`src/rtl/jt10_adpcmb_fetch.sv`:
```
// jt10_adpcmb_fetch: ADPCM-B ROM fetch with a current/next byte buffer feeding nibbles to the decoder.
`timescale 1ns/1ps
module jt10_adpcmb_fetch #(
  parameter int AW   = 24,
  parameter int TOUT = 64
) (
  input  logic          clk,
  input  logic          rst_n,
  input  logic          cen,
  input  logic [AW-1:0] addr,
  input  logic          nibble_sel,
  input  logic          adv,
  input  logic          chon,
  output logic [AW-1:0] rom_addr,
  output logic          rom_cs,
  input  logic [7:0]    rom_data,
  input  logic          rom_ok,
  output logic [3:0]    data,
  output logic          data_en,
  output logic          underrun,
  input  logic          clr_err,
  output logic          timeout
);
  localparam int CW = $clog2(TOUT + 1);
  typedef enum logic {IDLE, REQ} state_t;
  state_t        state_q, state_d;
  logic [AW-1:0] cur_tag_q, cur_tag_d, nxt_tag_q, nxt_tag_d, rom_addr_q, rom_addr_d;
  logic [7:0]    cur_byte_q, cur_byte_d, nxt_byte_q, nxt_byte_d;
  logic          cur_v_q, cur_v_d, nxt_v_q, nxt_v_d;
  logic          slot_q, slot_d, discard_q, discard_d, chon_q;
  logic [CW-1:0] cnt_q, cnt_d;
  logic [3:0]    data_q, data_d;
  logic          data_en_q, underrun_q, underrun_d, timeout_q, timeout_d;
  logic          flush, consume, hit, prom, miss, kill, accept, tout, wr, issue;
  logic [3:0]    cur_nib, nxt_nib;
  // any chon edge empties the buffer; a fetch in flight then completes but is dropped
  assign flush   = chon ^ chon_q;
  assign consume = cen & adv & chon;
  assign hit     = consume & ~flush & cur_v_q & (addr == cur_tag_q);
  assign prom    = consume & ~flush & ~hit & nxt_v_q & (addr == nxt_tag_q);
  assign miss    = consume & ~hit & ~prom;
  assign kill    = flush | miss;
  // the first REQ cycle ignores rom_ok so a leftover ok from the previous fetch is not taken
  assign accept  = (state_q == REQ) & rom_ok & (cnt_q != '0);
  assign tout    = (state_q == REQ) & ~accept & (cnt_q == CW'(TOUT - 1));
  assign wr      = accept & ~discard_q & ~kill;
  assign issue   = (state_q == IDLE) & chon & ~kill & ~prom & (~cur_v_q | ~nxt_v_q);
  assign cur_nib = nibble_sel ? cur_byte_q[3:0] : cur_byte_q[7:4];
  assign nxt_nib = nibble_sel ? nxt_byte_q[3:0] : nxt_byte_q[7:4];
  always_comb begin
    state_d    = state_q;
    rom_addr_d = rom_addr_q;
    slot_d     = slot_q;
    cnt_d      = cnt_q;
    discard_d  = discard_q | kill;
    cur_tag_d  = cur_tag_q;
    cur_byte_d = cur_byte_q;
    cur_v_d    = cur_v_q;
    nxt_tag_d  = nxt_tag_q;
    nxt_byte_d = nxt_byte_q;
    nxt_v_d    = nxt_v_q;
    if (state_q == IDLE) begin
      discard_d = 1'b0;
      if (issue) begin
        state_d    = REQ;
        slot_d     = cur_v_q;
        cnt_d      = '0;
        rom_addr_d = cur_v_q ? cur_tag_q + AW'(1) : addr;
        if (cur_v_q) nxt_tag_d = cur_tag_q + AW'(1);
        else cur_tag_d = addr;
      end
    end else begin
      cnt_d = cnt_q + CW'(1);
      if (accept | tout) begin
        state_d   = IDLE;
        discard_d = 1'b0;
      end
    end
    if (wr & ~slot_q) begin
      cur_byte_d = rom_data;
      cur_v_d    = 1'b1;
    end
    if (wr & slot_q) begin
      nxt_byte_d = rom_data;
      nxt_v_d    = 1'b1;
    end
    if (prom) begin
      cur_byte_d = nxt_byte_q;
      cur_tag_d  = nxt_tag_q;
      cur_v_d    = 1'b1;
      nxt_v_d    = 1'b0;
    end
    if (kill) begin
      cur_v_d = 1'b0;
      nxt_v_d = 1'b0;
    end
  end
  assign data_d     = ~chon ? 4'h0 : hit ? cur_nib : prom ? nxt_nib : miss ? 4'h0 : data_q;
  assign underrun_d = miss | (underrun_q & ~clr_err);
  assign timeout_d  = tout | (timeout_q & ~clr_err);
  always_ff @(posedge clk or negedge rst_n) begin
    if (!rst_n) begin
      state_q    <= IDLE;
      rom_addr_q <= '0;
      slot_q     <= 1'b0;
      cnt_q      <= '0;
      discard_q  <= 1'b0;
      cur_tag_q  <= '0;
      cur_byte_q <= '0;
      cur_v_q    <= 1'b0;
      nxt_tag_q  <= '0;
      nxt_byte_q <= '0;
      nxt_v_q    <= 1'b0;
      chon_q     <= 1'b0;
      data_q     <= '0;
      data_en_q  <= 1'b0;
      underrun_q <= 1'b0;
      timeout_q  <= 1'b0;
    end else begin
      state_q    <= state_d;
      rom_addr_q <= rom_addr_d;
      slot_q     <= slot_d;
      cnt_q      <= cnt_d;
      discard_q  <= discard_d;
      cur_tag_q  <= cur_tag_d;
      cur_byte_q <= cur_byte_d;
      cur_v_q    <= cur_v_d;
      nxt_tag_q  <= nxt_tag_d;
      nxt_byte_q <= nxt_byte_d;
      nxt_v_q    <= nxt_v_d;
      chon_q     <= chon;
      data_q     <= data_d;
      data_en_q  <= consume;
      underrun_q <= underrun_d;
      timeout_q  <= timeout_d;
    end
  end
  assign rom_addr = rom_addr_q;
  assign rom_cs   = (state_q == REQ);
  assign data     = data_q;
  assign data_en  = data_en_q;
  assign underrun = underrun_q;
  assign timeout  = timeout_q;
endmodule
```
`config.mk`:
```
export PLATFORM = sky130hd
export DESIGN_NAME = jt10_adpcmb_fetch
export DESIGN_NICKNAME = d
export VERILOG_FILES = /design/src/rtl/jt10_adpcmb_fetch.sv
export SDC_FILE = /design/constraint.sdc
export NUM_CORES = 1
export LEC_CHECK = 0
export ABC_AREA = 1
export CAP_MARGIN = 20
export CELL_PAD_IN_SITES_DETAIL_PLACEMENT = 1
export CELL_PAD_IN_SITES_GLOBAL_PLACEMENT = 1
export CORE_UTILIZATION = 34
export DETAILED_ROUTE_END_ITERATION = 6
export PLACE_DENSITY = 0.65
export SLEW_MARGIN = 20
export SYNTH_ARGS = -nofsm -noshare
export SYNTH_HDL_FRONTEND = slang
export SYNTH_SLANG_ARGS = --single-unit
```
`constraint.sdc`:
```
create_clock -name clk -period 2.1 [get_ports clk]
set_input_delay 0.63 -clock clk [delete_from_list [all_inputs] [get_ports clk]]
set_output_delay 0.63 -clock clk [all_outputs]
set_load 0.02 [all_outputs]
```
### Word-level counts from Yosys, hierarchy flattened

Cells that the tools add are included.

* flip-flop bits (word level): 108
* input port bits: 40
* output and inout bits: 32
* word-level logic and storage cells: 101

* $add $sub $neg: 2
* equality and inequality tests: 6
* mux-type cells: 26
* bitwise gates (word level): 42
* reductions and logical operators: 9

Operators with widths (number)
* $mux 24: 5
* $eq 24x24->1: 2
* $add 24x1->24 const B: 1
* $and 1x1->1: 24
* $mux 4: 6
* $mux 8: 2
* $mux 7: 2
* $mux 1: 11
* $not 1->1: 11
* $add 7x1->7 const B: 1
* $eq 7x6->1 const B: 1
* $reduce_bool 7->1: 1
* $or 1x1->1: 6
* $reduce_and 3->1: 2
* $reduce_bool 2->1: 3
* $reduce_bool 3->1: 2
* $ne 2x1->1 const B: 2
* $ne 4x1->1 const B: 1
* $reduce_and 2->1: 1
* $xor 1x1->1: 1

### Depth between registers and ports, before layout

* depth after elaboration: 19
* depth in mapped cells: 16
* mapped depth without buffers: 16

### Worst setup path after synthesis

OpenSTA, ideal clock, no wires.

* path kind: input to register
* start: input addr[16]
* end: register nxt_tag_q[12]
* setup time: 0.117 ns
* arrival time: 1.912 ns
* required time: 1.983 ns
* slack: 0.072 ns
* cell stages on the path: 12
* path through: xnor2_1 > nand2_1 > nor2_1 > nand3_1 > nor2_4 > nand2_2 > nand4_1 > nor2_2 > buf_6 > buf_6 > nand3_1 > nand2_1

* cells in the longest elaborated chain, start to end: 14
* elaborated cells between the ends (all ways): 16
* classes of those cells: 2 x eq/ne; 13 x bitwise; 1 x reduce/logical

RTL lines
* start, declared: RTL line 10 `input logic [AW-1:0] addr,`
* $eq 24x24->1: RTL line 39 `assign hit = consume & ~flush & cur_v_q & (addr == cur_tag_q);`
* $and 1x1->1: RTL line 39
* $not 1->1: RTL line 40, 41
* $and 1x1->1 (3 in series): RTL line 40 `assign prom = consume & ~flush & ~hit & nxt_v_q & (addr == nxt_tag_q);`
* $not 1->1: RTL line 41, 47
* $and 1x1->1: RTL line 41 `assign miss = consume & ~hit & ~prom;`
* $or 1x1->1: RTL line 42 `assign kill = flush | miss;`
* $not 1->1: RTL line 47 `assign issue = (state_q == IDLE) & chon & ~kill & ~prom & (~cur_v_q | ~nxt_v_q);`
* $and 1x1->1: RTL line 47
* $and 1x1->1 * (2 in series): RTL line 47
* $reduce_and 3->1 (no source line) *
* end signal, assigned: RTL line 128 `nxt_tag_q <= nxt_tag_d;`
* end, declared: RTL line 27 `logic [AW-1:0] cur_tag_q, cur_tag_d, nxt_tag_q, nxt_tag_d, rom_addr_q, rom_addr_d;`

Mark *: on every way between the ends. The rest lies on a longest branch, timed or not.
A chain may end at the register's enable or synchronous reset.

### Final worst setup path

* start: register nxt_tag_q[16]
* end: register cnt_q[6]

* cells in the longest elaborated chain, start to end: 10

RTL lines
* $eq 24x24->1 *: RTL line 40
* $and 1x1->1 *: RTL line 40
* $not 1->1 *: RTL line 41, 47
* $and 1x1->1: RTL line 41
* $or 1x1->1: RTL line 42
* $not 1->1: RTL line 47
* $and 1x1->1: RTL line 47
* $and 1x1->1 * (2 in series): RTL line 47
* $reduce_bool 2->1 (no source line) *
* end signal, assigned: RTL line 123 `cnt_q <= cnt_d;`
* end, declared: RTL line 31 `logic [CW-1:0] cnt_q, cnt_d;`

Marked as above.

==> impl_metrics.csv <==
group,metric,value,unit
status,status,"finished with violations",
status,violations,"negative setup slack",
logic_synthesis,yosysSeqAreaShare,0.3937,
logic_synthesis,synth_cells,1016,
setup_path,r2r-start,"nxt_tag_q[16]",
sta,fin_crit,2.384,ns
die,coreArea,0.01965,mm^2
logic_synthesis,post-synth-top-area-fraction,0.3937,
logic_synthesis,yosysTopAreaCell,"dfrtp_1",
finish,drive_gt1_frac,0.3506,
logic_synthesis,synth_compound_area_frac,0.04483,
drt,drc,0,
power,leakagePower,0.005267,uW
drt,antenna_left,0,
logic_synthesis,synth_top_family_by_area,"simple AND/OR/NAND/NOR gates",
drt,dr.pass1.iters,4,
setup_path,critPathMaxFanout,8,
global_route,globalRouteOverflowTotal,0,
power,clkPwrFrac,0.146,
run,max_cap_violations,0,
place,preCtsSetupSlack,-1.008,ns
logic_synthesis,yosysWarningCount,0,
die,rows,51,
global_route,antenna_found_initial,0,
drt,route.vias.total,7865,
global_route,grt_max_degree,70,
logic_synthesis,synth_nets,1059,
setup_path,start_kind,"flip-flop",
die,die_area,0.02076,mm^2
logic_synthesis,synth.area.top_cells,"dfrtp_1 39%, nand2_1 22%, nand3_1 9.0%, inv_1 5.7%, nor2_1 4.5%",
die,die-width,144.1,um
logic_synthesis,synth-seq-cells,108,
power,p_sw,5308,uW
logic_synthesis,synth_most_common_cell,"nand2_1",
finish,antennaDiodeCount,0,
power,p_seq_frac,0.305,
sta,whs,0.1720,ns
logic_synthesis,synthSimpleGateAreaFrac,0.4053,
logic_synthesis,netlist_top_cells_count,"395 x nand2_1, 124 x nand3_1, 108 x dfrtp_1",
sta,rsz0062_at_grt,"true",
sta,final.setup.worst_slack,-0.2838,ns
cts,insertion_delay,0.37,ns
cts,cts.sinks,108,
drt,viasPerCell,5.117,
logic_synthesis,synthAdderAreaFrac,0.005467,
sta,fmax,0.4195,GHz
finish,final_nets,1310,
cts,cts_tree,"done",
logic_synthesis,synth_area,0.006865,mm^2
setup_path,critPathArrivalTime,2.64,ns
setup_path,rr_worst_depth,16,
power,swShare,0.4379,
sta,timing.slew.headroom,0.4854,
setup_path,end_kind,"flip-flop",
min_path,hp-class,"in2async",
setup_path,required,2.36,ns
power,power.share.combinational,0.549,
place,gp_routability_congestion,0.9900,
setup_path,reg2reg_to,"cnt_q[6]",
die,io_pins,72,
logic_synthesis,synth_mux_area_frac,0.01312,
cts,h-tree-depth,3,
sta,fin_crit_sh,1.135,
sta,finClkSkew,0.01398,ns
die,dieHeight,144.1,um
logic_synthesis,synth_xor_area_frac,0.04338,
finish,syn_to_final_growth,53.76,%
logic_synthesis,synth_flop_cell,"dfrtp_1",
cts,clockBufferDepth,2,
setup_path,reg2reg_slack,-0.28,ns
drt,drtIter0Drc,497,
logic_synthesis,syn_area_per_cell,6.757,um^2
power,p_per_area,1148,mW/mm^2
logic_synthesis,synth-edff-count,0,
sta,maxSlewViolCount,0,
setup_path,crit_path_end,"cnt_q[6]",
drt,routedWlPerCell,19.52,um
global_route,grtUsageTotal,0.2894,
sta,setup_viol,100,
place,portBuffers,71,
logic_synthesis,async_flop_share,1.000,
power,power.total,12120,uW
sta,worst-slew-pin-transition,0.7638,ns
power,p_int,6815,uW
global_route,grt_pass1_vias,7841,
place,hpwl,20110,um
cts,root_buffer,"clkbuf_16",
global_route,grt_pass1_wl,44420,um
setup_path,crit_start,"nxt_tag_q[16]",
cts,cts_made_buffers,9,
sta,timing.final.hold_violations,0,
die,initial_core_util,0.3493,
setup_path,crit_type,"reg2reg",
power,peakVddDrop,451.8,uV
logic_synthesis,netlist-cell-type-count,38,
drt,drt_wl_total,30010,um
cts,clkTransAtPathRegs,0.08,ns
## critical path, stage by stage (launching register included)
cell and delay (ns):
dfrtp_1 0.43, xnor2_2 0.21, buf_4 0.16, nand2_2 0.05, nor2_1 0.10, nand2_1 0.10
nor2_1 0.14, nand2_1 0.08, nand3_2 0.10, buf_6 0.11, buf_6 0.09, nand3_4 0.07
nor2_4 0.16, nand2_4 0.14, clkbuf_16 0.21, nand3_2 0.06, nand2_1 0.06
## state kept, by name, summed over array words and instances (netlist names)
signal and flops:
chon_q 1, cnt_q 7, cur_byte_q 8, cur_tag_q 24
cur_v_q 1, data 4, data_en 1, discard_q 1
nxt_byte_q 8, nxt_tag_q 24, nxt_v_q 1, rom_addr 24
rom_cs 1, slot_q 1, timeout 1, underrun 1
## power groups by stage
stage                     clock network (uW)  logic, uW  registers [uW]
final                                   1770       6660            3700
after global routing                    1840       7230            3790
after CTS                               1790       6130            3600
after detailed placement                   0       5450            3580
after global placement                     0       5340            3530
after floorplan                            0       2490            3790
## area by class of cell
class	instances	area [um^2]
tap	265	331.6
inverter	114	440.4
clock buffer	11	242.7
clock inverter	5	48.80
sequential	108	2708
multi-input combinational	761	4273
timing repair buffer	273	2512
fill	2485	9097
## layer usage
metal | routed length [um] | GRT usage
met4 | 950 | 0.09910
met1 | 13560 | 0.4009
met3 | 1603 | 0.04172
met5 | 0 | 0
met2 | 13900 | 0.4589
## how the worst min path moves through the flow
stage	to	depth (start not counted)
6_report	rom_addr[5]	1
5_1_grt	rom_addr[5]	1
4_1_cts	rom_addr[5]	1
3_5_place_dp	rom_addr[13]	2
3_3_place_gp	rom_addr[14]	2
2_1_floorplan	chon_q	0
## what timing repair did
| action | 4_1_cts | 5_1_grt |
|---|---|---|
| hold buffers | 0 | 0 |
| hold endpoints to repair | 0 | 0 |
| resized for setup | 248 | 122 |
| cloned | 7 | 7 |
| setup endpoints to repair | 104 | 104 |
| pin swaps | 55 | 28 |
| setup buffers | 33 | 10 |
## cells by family after synthesis
| kind of cell | Yosys count |
|---|---|
| compound gates | 57 |
| xor+xnor | 34 |
| fa+ha+maj | 3 |
| buf+inv | 150 |
| flops | 108 |
| mux | 9 |
| simple gates | 655 |
## layout by cell type, fill, tap and decap left out, drive strengths merged, types with 3 or more instances in the layout
master | Yosys | final
nand2 | 400 | 400
buf | 28 | 219
nand3 | 128 | 131
inv | 112 | 112
dfrtp | 108 | 108
nor2 | 86 | 86
clkdlybuf4s50 | 0 | 43
o21ai | 42 | 42
nand4 | 24 | 24
xor2 | 18 | 18
clkbuf | 8 | 17
xnor2 | 16 | 16
mux2i | 9 | 9
a21oi | 9 | 9
nor3 | 6 | 6
clkinv | 2 | 5
and2 | 4 | 4
o221ai | 4 | 4
nand3b | 3 | 3
dlygate4sd2 | 0 | 3
ha | 3 | 3
## stage by stage
step	std cells	cell area, um^2	TNS, ns	util
final	1537	10560	-21.42	0.5371
after global routing	1537	10560	-31.17	0.5371
after global placement	1470	8976	-88.61	0.4567
after detailed placement	1470	8976	-90.93	0.4567
after floorplan	1016	6865	0	-
after CTS	1524	10070	-6.009	0.5126
Note: power is estimated with default switching activity, not from simulation.
